===== src/rtl/instr_fetch_unit.sv =====
// Instruction fetch front end: owns the PC, issues credit-limited fetches and
// buffers returned words for decode; a redirect flushes buffered and in-flight work.
module instr_fetch_unit #(
  parameter int              PC_W     = 9,
  parameter int              INS_W    = 32,
  parameter int              DEPTH    = 2,
  parameter logic [PC_W-1:0] RESET_PC = '0
) (
  input  logic             clk,
  input  logic             reset,
  output logic             imem_req_valid,
  output logic [PC_W-1:0]  imem_req_addr,
  input  logic             imem_req_ready,
  input  logic             imem_rsp_valid,
  input  logic [INS_W-1:0] imem_rsp_data,
  input  logic             redirect,
  input  logic [PC_W-1:0]  redirect_pc,
  output logic             inst_valid,
  input  logic             inst_ready,
  output logic [INS_W-1:0] inst,
  output logic [PC_W-1:0]  inst_pc,
  output logic [6:0]       opcode
);

  localparam int CW = $clog2(DEPTH + 1);
  localparam int PW = (DEPTH > 1) ? $clog2(DEPTH) : 1;

  function automatic logic [PW-1:0] ptrInc(input logic [PW-1:0] p);
    if (p == PW'(DEPTH - 1)) return '0;
    return p + PW'(1);
  endfunction

  logic [PC_W-1:0]  fetch_pc_q, fetch_pc_d;
  logic [CW-1:0]    count_q, count_d;
  logic [CW-1:0]    outstanding_q, outstanding_d;
  logic [CW-1:0]    drop_q, drop_d;
  logic [PW-1:0]    buf_head_q, buf_head_d;
  logic [PW-1:0]    buf_tail_q, buf_tail_d;
  logic [PW-1:0]    tag_head_q, tag_head_d;
  logic [PW-1:0]    tag_tail_q, tag_tail_d;
  logic [INS_W-1:0] buf_inst_q [DEPTH];
  logic [PC_W-1:0]  buf_pc_q   [DEPTH];
  logic [PC_W-1:0]  tag_q      [DEPTH];

  logic          pop, accept, rsp, rsp_keep, push;
  logic [CW:0]   inflight;
  logic          unused_pc_bits;

  assign unused_pc_bits = ^redirect_pc[1:0];

  assign inst_valid    = (count_q != '0);
  assign inst          = inst_valid ? buf_inst_q[buf_head_q] : '0;
  assign inst_pc       = inst_valid ? buf_pc_q[buf_head_q] : '0;
  assign opcode        = inst_valid ? buf_inst_q[buf_head_q][6:0] : 7'b0000000;
  assign imem_req_addr = fetch_pc_q;

  // Credit counts outstanding plus buffered words, less the one leaving this cycle.
  always_comb begin
    pop            = inst_valid && inst_ready;
    inflight       = {1'b0, outstanding_q} + {1'b0, count_q} - (CW+1)'(pop);
    imem_req_valid = !reset && (inflight < (CW+1)'(DEPTH));
    accept         = imem_req_valid && imem_req_ready;
    rsp            = imem_rsp_valid && (outstanding_q != '0);
    rsp_keep       = rsp && (drop_q == '0);
    push           = rsp_keep && !redirect;

    outstanding_d  = outstanding_q + CW'(accept) - CW'(rsp);
    tag_tail_d     = accept ? ptrInc(tag_tail_q) : tag_tail_q;
    tag_head_d     = rsp ? ptrInc(tag_head_q) : tag_head_q;

    fetch_pc_d     = accept ? fetch_pc_q + PC_W'(4) : fetch_pc_q;
    drop_d         = drop_q - CW'(rsp && !rsp_keep);
    count_d        = count_q + CW'(push) - CW'(pop);
    buf_head_d     = pop ? ptrInc(buf_head_q) : buf_head_q;
    buf_tail_d     = push ? ptrInc(buf_tail_q) : buf_tail_q;

    // Everything still in flight after this cycle belongs to the old path.
    if (redirect) begin
      fetch_pc_d = {redirect_pc[PC_W-1:2], 2'b00};
      drop_d     = outstanding_d;
      count_d    = '0;
      buf_head_d = '0;
      buf_tail_d = '0;
    end
  end

  always_ff @(posedge clk) begin
    if (reset) begin
      fetch_pc_q    <= RESET_PC;
      count_q       <= '0;
      outstanding_q <= '0;
      drop_q        <= '0;
      buf_head_q    <= '0;
      buf_tail_q    <= '0;
      tag_head_q    <= '0;
      tag_tail_q    <= '0;
      for (int i = 0; i < DEPTH; i++) begin
        buf_inst_q[i] <= '0;
        buf_pc_q[i]   <= '0;
        tag_q[i]      <= '0;
      end
    end else begin
      fetch_pc_q    <= fetch_pc_d;
      count_q       <= count_d;
      outstanding_q <= outstanding_d;
      drop_q        <= drop_d;
      buf_head_q    <= buf_head_d;
      buf_tail_q    <= buf_tail_d;
      tag_head_q    <= tag_head_d;
      tag_tail_q    <= tag_tail_d;
      if (accept) tag_q[tag_tail_q] <= fetch_pc_q;
      if (push) begin
        buf_inst_q[buf_tail_q] <= imem_rsp_data;
        buf_pc_q[buf_tail_q]   <= tag_q[tag_head_q];
      end
    end
  end

endmodule


===== config.mk =====
export PLATFORM = sky130hd
export DESIGN_NAME = instr_fetch_unit
export DESIGN_NICKNAME = d
export VERILOG_FILES = /design/src/rtl/instr_fetch_unit.sv
export SDC_FILE = /design/constraint.sdc
export NUM_CORES = 1
export LEC_CHECK = 0
export CORE_MARGIN = 2
export CORE_UTILIZATION = 50
export DETAILED_ROUTE_END_ITERATION = 8
export GPL_TIMING_DRIVEN = 0
export PLACE_DENSITY = 0.79
export SKIP_CTS_REPAIR_TIMING = 1
export SLEW_MARGIN = 25
export SYNTH_ARGS = -nofsm -noshare
export SYNTH_HDL_FRONTEND = slang
export SYNTH_SLANG_ARGS = --single-unit

===== constraint.sdc =====
create_clock -name clk -period 4.35 [get_ports clk]
set_clock_uncertainty 0.05 [all_clocks]
set_input_delay 0.87 -clock clk [delete_from_list [all_inputs] [get_ports clk]]
set_output_delay 0.87 -clock clk [all_outputs]
set_load 0.02 [all_outputs]

==> results of run 1 <==
-- layer usage --
| layer | vias up | share of wire [%] |
|---|---|---|
| met4 | 0 | 1.2 |
| met2 | 105 | 51 |
| met3 | 13 | 4.8 |
| met5 | - | 0 |
| met1 | 1671 | 43 |
| li1 | 1682 | - |
-- cell usage in the layout (no fill, tap or decap), types with 3 or more instances in the layout --
cell type | synthesis | final
mux2i_1 | 47 | 47
dfxtp_1 | 19 | 19
nor3_1 | 5 | 5
and2_1 | 71 | 71
clkdlybuf4s50_1 | 0 | 99
buf_2 | 7 | 7
nor4b_2 | 3 | 3
nand2_1 | 3 | 3
clkbuf_2 | 3 | 3
xor2_1 | 5 | 5
inv_1 | 7 | 7
and3_1 | 8 | 8
clkbuf_1 | 11 | 11
clkbuf_8 | 0 | 9
a21oi_1 | 3 | 3
buf_4 | 11 | 11
nor2_1 | 68 | 68
conb_1 | 1 | 4
xnor2_1 | 9 | 9
edfxtp_1 | 92 | 92
buf_1 | 3 | 3
a211oi_1 | 5 | 5
ha_1 | 6 | 6
-- kinds of logic (layout without fill, tap and decap cells) --
kind of cell	after synthesis	count (layout)	share of synthesized area, %
and+or+nand+nor	177	177	19.1
DFF	111	111	60.2
muxes	47	47	9.01
buffers and inverters	45	163	4.41
AOI/OAI and AO/OA	19	19	2.73
xor gates and xnor gates	15	15	2.66
adders and majority gates	7	7	1.82
other	1	4	0.0718
-- per-stage QoR --
step | setup slack [ps] | TNS [ps]
4_1_cts | 219 | 0
3_3_place_gp | -721 | -28060
2_1_floorplan | 791 | 0
6_report | 211 | 0
5_1_grt | 82.0 | 0
3_5_place_dp | 240 | 0
-- power by group --
group	leakage [nW]	switching (mW)	total, mW	internal [mW]
combinational	1.18	0.303	0.546	0.243
sequential	1.11	0.0429	1.30	1.26
clock	0.111	0.343	0.669	0.326
-- worst paths after layout --
check / depth (start not counted) / slack [ps] / end
hold / removal: 2 / 490 / tag_head_q
hold reg to reg: 2 / 490 / tag_head_q
setup / recovery: 7 / 210 / imem_req_valid
setup reg to reg: 14 / 1080 / drop_q[1]
-- layout make-up --
| cell class | instances | share of cell area [%] |
|---|---|---|
| Buffer | 36 | 2.94 |
| Clock buffer | 9 | 1.85 |
| Clock inverter | 7 | 1.42 |
| Inverter | 9 | 0.505 |
| Multi-Input combinational cell | 269 | 28.0 |
| Sequential cell | 111 | 47.0 |
| Tap cell | 136 | 2.54 |
| Timing Repair Buffer | 102 | 15.8 |
-- critical path, cell delays in order --
cell	delay, ps
clkdlybuf4s50_1	550
xor2_1	150
nand2_1	80
fa_1	410
xnor2_2	250
nor3b_1	260
clkdlybuf4s50_1	640
-- flip-flops by register name, indices dropped and copies added, names as in the netlist, named ones only --
name and cells:
tag_tail_q 1, tag_head_q 1, outstanding_q 2, drop_q 2, buf_inst_q 64, buf_pc_q 14, buf_head_q 1, count_q 2
imem_req_addr 7, tag_q 14, buf_tail_q 1
==> out/metrics.csv, run 1 <==
metric,value,unit
HPWL Detailed,7380,µm
worst min path class,reg -> reg,
Setup CP Type,in -> out,
antenna cell count,0,
critical path endpoint category,primary output,
vias in the first global route,3492,
Worst-Skew Late Latency,350,ps
Root Buffer,clkbuf_8,
share of cells above drive strength 1,10.5,%
"wirelength, routed",10100,µm
Worst Path Max Fanout,7,
# DRC,0,
Worst setup SP type,primary input,
Core ar.,10200,µm²
synth cell count leaders,"edfxtp_1 (92), and2_1 (71), nor2_1 (68)",
"Slew Viols, Final",0,
Yosys cell types,51,
Fin. Hold Viols,0,
Placer Congestion,0.884,
WHS,494,ps
number of flops mapped to enable cells by yosys,92,
number of clock sinks,111,
Synth Instances,422,
Port Buffers,99,
drt initial violations,160,
GRT Total Usage,18.6,%
post-synth top area cell,edfxtp_1,
RSZ-0062 raised after global routing,no,
H-tree depth,3,
"IR drop worst, VDD",0.000363,V
met1 GRT Util,23.4,%
Worst EP required,3430,ps
Worst-Margin Slew,512,ps
Final Instance Area,6690,µm²
mapped cell area,5220,µm²
Layout Cells excl Fill,679,
M2 GR Usage,33.4,%
Critical Path Start,inst_ready,
CTS tree,built,
worst r2r src,count_q[0],
pwr dens,376,nW/µm²
Clock Pin Slew Worst Setup and Hold Paths,100,ps
via density per instance,5.11,
Area after DPL,6470,µm²
Avg WL per Cell,14.9,µm
WP data arrival,3220,ps
first-pass GRT wire length,16500,µm
first-pass iteration count of the detailed router,4,
#FFs+latches synth,111,
filler cell count,771,
"count leader, synth",edfxtp_1,
Final ANT Viol Nets,0,
Die Wd,106,µm
Leak Pwr,2.40,nW
Bufs on Longest Clock Path,2,
status,"finished, final reports clean",
syn_area_per_cell,12.4,µm²
largest net degree at the start of global routing,28,
Synth top area share,52.9,%
Max Freq,242,MHz
Register Area,3140,µm²
most used flip-flop cell after synthesis,edfxtp_1,
initial antenna violation count,0,
Area Overhead vs Synth,28.1,%
final worst path period share,95.1,%
via count,3471,
Max-slew headroom,65.7,%
min cycle time layout,4140,ps
met3 usage,2.64,%
Cells after DPL,663,
row cnt,37,
Tot Pwr,2.52,mW
Synth area leaders,"edfxtp_1 (53%), mux2i_1 (9.0%), and2_1 (8.5%)",
"FFs w/ async S/R, synth",0,%
Final setup viols,0,
Inserted Clock Buffers,9,
Hold Path Origin,tag_head_q,
die height,106,µm
Die Footprint,11300,µm²
Max Cap Viol,0,
nets,592,
num ports,106,
final core utilization,65.4,%
gr busiest metal,met2,
Starting Density,51.0,%
grt total ovfl,0,
yosys warns,0,
"Seq/Total Area, Yosys",60.2,%
area occupied by multi-input gates,1870,µm²
No activity file was read; power rests on OpenSTA's default activity.
==> inputs of run 2 (changes only) <==
Settings changed: PLACE_DENSITY 0.79 to 0.78, SLEW_MARGIN 25 to not set.
Clock period 4.35 ns to 4.7 ns, I/O delays scaled along.
==> out/metrics.csv, run 2 (synthesis results as in run 1) <==
metric,value,unit,change
Port Buffers,99,,unchanged
via count,3422,,-1.4%
final core utilization,64.8,%,-0.56 points
"IR drop worst, VDD",0.000263,V,-27%
P_sw,0.634,mW,-8.0%
nets,590,,-0.34%
Area Overhead vs Synth,27.0,%,
# DRC,0,,unchanged
Die Wd,106,µm,unchanged
GRT Total Usage,18.3,%,-0.29 points
vias in the first global route,3305,,-5.4%
Avg WL per Cell,14.7,µm,-1.4%
H-tree depth,3,,unchanged
Final setup viols,0,,unchanged
Worst EP required,3710,ps,+280 ps
Setup CP Type,in -> out,,
clock power share,24.8,%,-1.8 points
Layout Cells excl Fill,677,,-0.29%
largest net degree at the start of global routing,40,,+43%
first-pass iteration count of the detailed router,4,,unchanged
first-pass GRT wire length,16000,µm,-2.8%
Worst-Skew Late Latency,360,ps,about the same
via density per instance,5.05,,-1.1%
Die Footprint,11300,µm²,unchanged
Max Cap Viol,0,,unchanged
most frequent CP cell,clkdlybuf4s50_1,,
WP data arrival,3270,ps,+50 ps
most frequent cells in the layout,"clkdlybuf4s50_1 (99), edfxtp_1 (92), and2_1 (71), nor2_1 (68), mux2i_1 (47)",,
"most common cell after layout, fill and taps aside",clkdlybuf4s50_1,,
Worst setup SP type,primary input,,
initial antenna violation count,0,,unchanged
number of clock sinks,111,,unchanged
WHS,522,ps,+28.1 ps
Worst Path Max Fanout,7,,unchanged
grt total ovfl,0,,unchanged
CTS tree,built,,
Core ar.,10200,µm²,unchanged
"Slew Viols, Final",0,,unchanged
Inserted Clock Buffers,9,,unchanged
Int Power,1.63,mW,-11%
Fin. Hold Viols,0,,unchanged
Root Buffer,clkbuf_8,,
Comb power frac,22.1,%,+0.4 points
Max-slew headroom,39.8,%,-26 points
Bufs on Longest Clock Path,2,,unchanged
Clock Pin Slew Worst Setup and Hold Paths,100,ps,about the same
Regs by FF count,"buf_inst_q: 64 flops, buf_pc_q: 14 flops, tag_q: 14 flops",,
Net Sw Frac,28.0,%,+0.57 points
Starting Density,51.0,%,unchanged
RSZ-0062 raised after global routing,no,,
Max Freq,235,MHz,
drt initial violations,143,,-11%
critical path endpoint category,primary output,,
pwr dens,342,nW/µm²,-9.1%
Cells after DPL,661,,-0.30%
antenna cell count,0,,unchanged
Placer Congestion,0.893,,+0.97%
largest reg by FF count,buf_inst_q,,
final worst path period share,90.6,%,
worst min path class,reg -> reg,,
Worst-Margin Slew,903,ps,+391 ps
setup TNS,0,ps,unchanged
Leak Pwr,2.37,nW,-1.3%
worst path cell trace,"clkdlybuf4s50_1, xor2_1, nand2_1, fa_1, xnor2_2, nor3b_1, clkdlybuf4s50_1",,
Critical Path Max Stage Delay,640,ps,about the same
min cycle time layout,4260,ps,
sequential share of power,53.1,%,+1.4 points
die height,106,µm,unchanged
row cnt,37,,unchanged
filler cell count,803,,+4.2%
num ports,106,,unchanged
HPWL Detailed,7150,µm,-3.1%
share of cells above drive strength 1,10.2,%,-0.33 points
"wirelength, routed",9960,µm,-1.7%
status,"finished, final reports clean",,
max reg flops,64,,unchanged
slowest cell on the critical path,clkdlybuf4s50_1,,
Final ANT Viol Nets,0,,unchanged
[run 2: changes by cell type in the layout (fill, tap and decap cells not counted), sizes merged]
cell	previous run	this run
bufinv	2	1
buf	25	23
clkinvlp	0	1
[run 2: stage by stage]
| step | instance area [µm²] | power (mW) | setup WS (ps) |
|---|---|---|---|
| after global routing | 6630 | 2.38 | 270 |
| after CTS | 6630 | 2.28 | 442 |
| after floorplan | 5230 | 1.56 | 1070 |
| after global placement | 6390 | 1.71 | -488 |
| after detailed placement | 6430 | 1.73 | 444 |
| final | 6630 | 2.27 | 440 |
[run 2: per-layer routing]
layer / up-vias / part of all wire (%) / global-route usage (%)
met3: 12 / 4.0 / 2.08
met4: 0 / 1.4 / 6.77
met2: 94 / 51 / 32.6
li1: 1681 / - / -
met1: 1635 / 44 / 23.0
met5: - / 0 / 0
[run 2: power groups by stage]
stage	combinational, mW	clock, mW	sequential (mW)
3_3_place_gp	0.480	0	1.23
3_5_place_dp	0.503	0	1.23
4_1_cts	0.506	0.572	1.21
2_1_floorplan	0.332	0	1.22
6_report	0.502	0.561	1.20
5_1_grt	0.554	0.611	1.21
[run 2: area by class of cell]
class	count	area (µm²)	share of cell area [%]
Timing Repair Buffer	100	1020	15.4
Clock inverter	7	72.6	1.09
Clock buffer	9	124	1.87
Multi-Input combinational cell	269	1870	28.2
Tap cell	136	170	2.57
Buffer	36	196	2.96
Sequential cell	111	3140	47.4
Inverter	9	33.8	0.510
[run 2: critical path, delay by kind of cell]
| kind | cells | cell delay [ps] |
|---|---|---|
| fa+ha+maj | 1 | 410 |
| xor+xnor | 2 | 410 |
| simple gates | 2 | 330 |
| buf+inv | 2 | 1180 |
[run 2: final timing paths]
kind | end | depth (start not counted) | startpoint | slack, ps
max | imem_req_valid | 7 | inst_ready | 440
min | tag_head_q | 2 | tag_head_q | 520
max reg2reg | drop_q[1] | 14 | count_q[0] | 1430
min reg2reg | tag_head_q | 2 | tag_head_q | 520
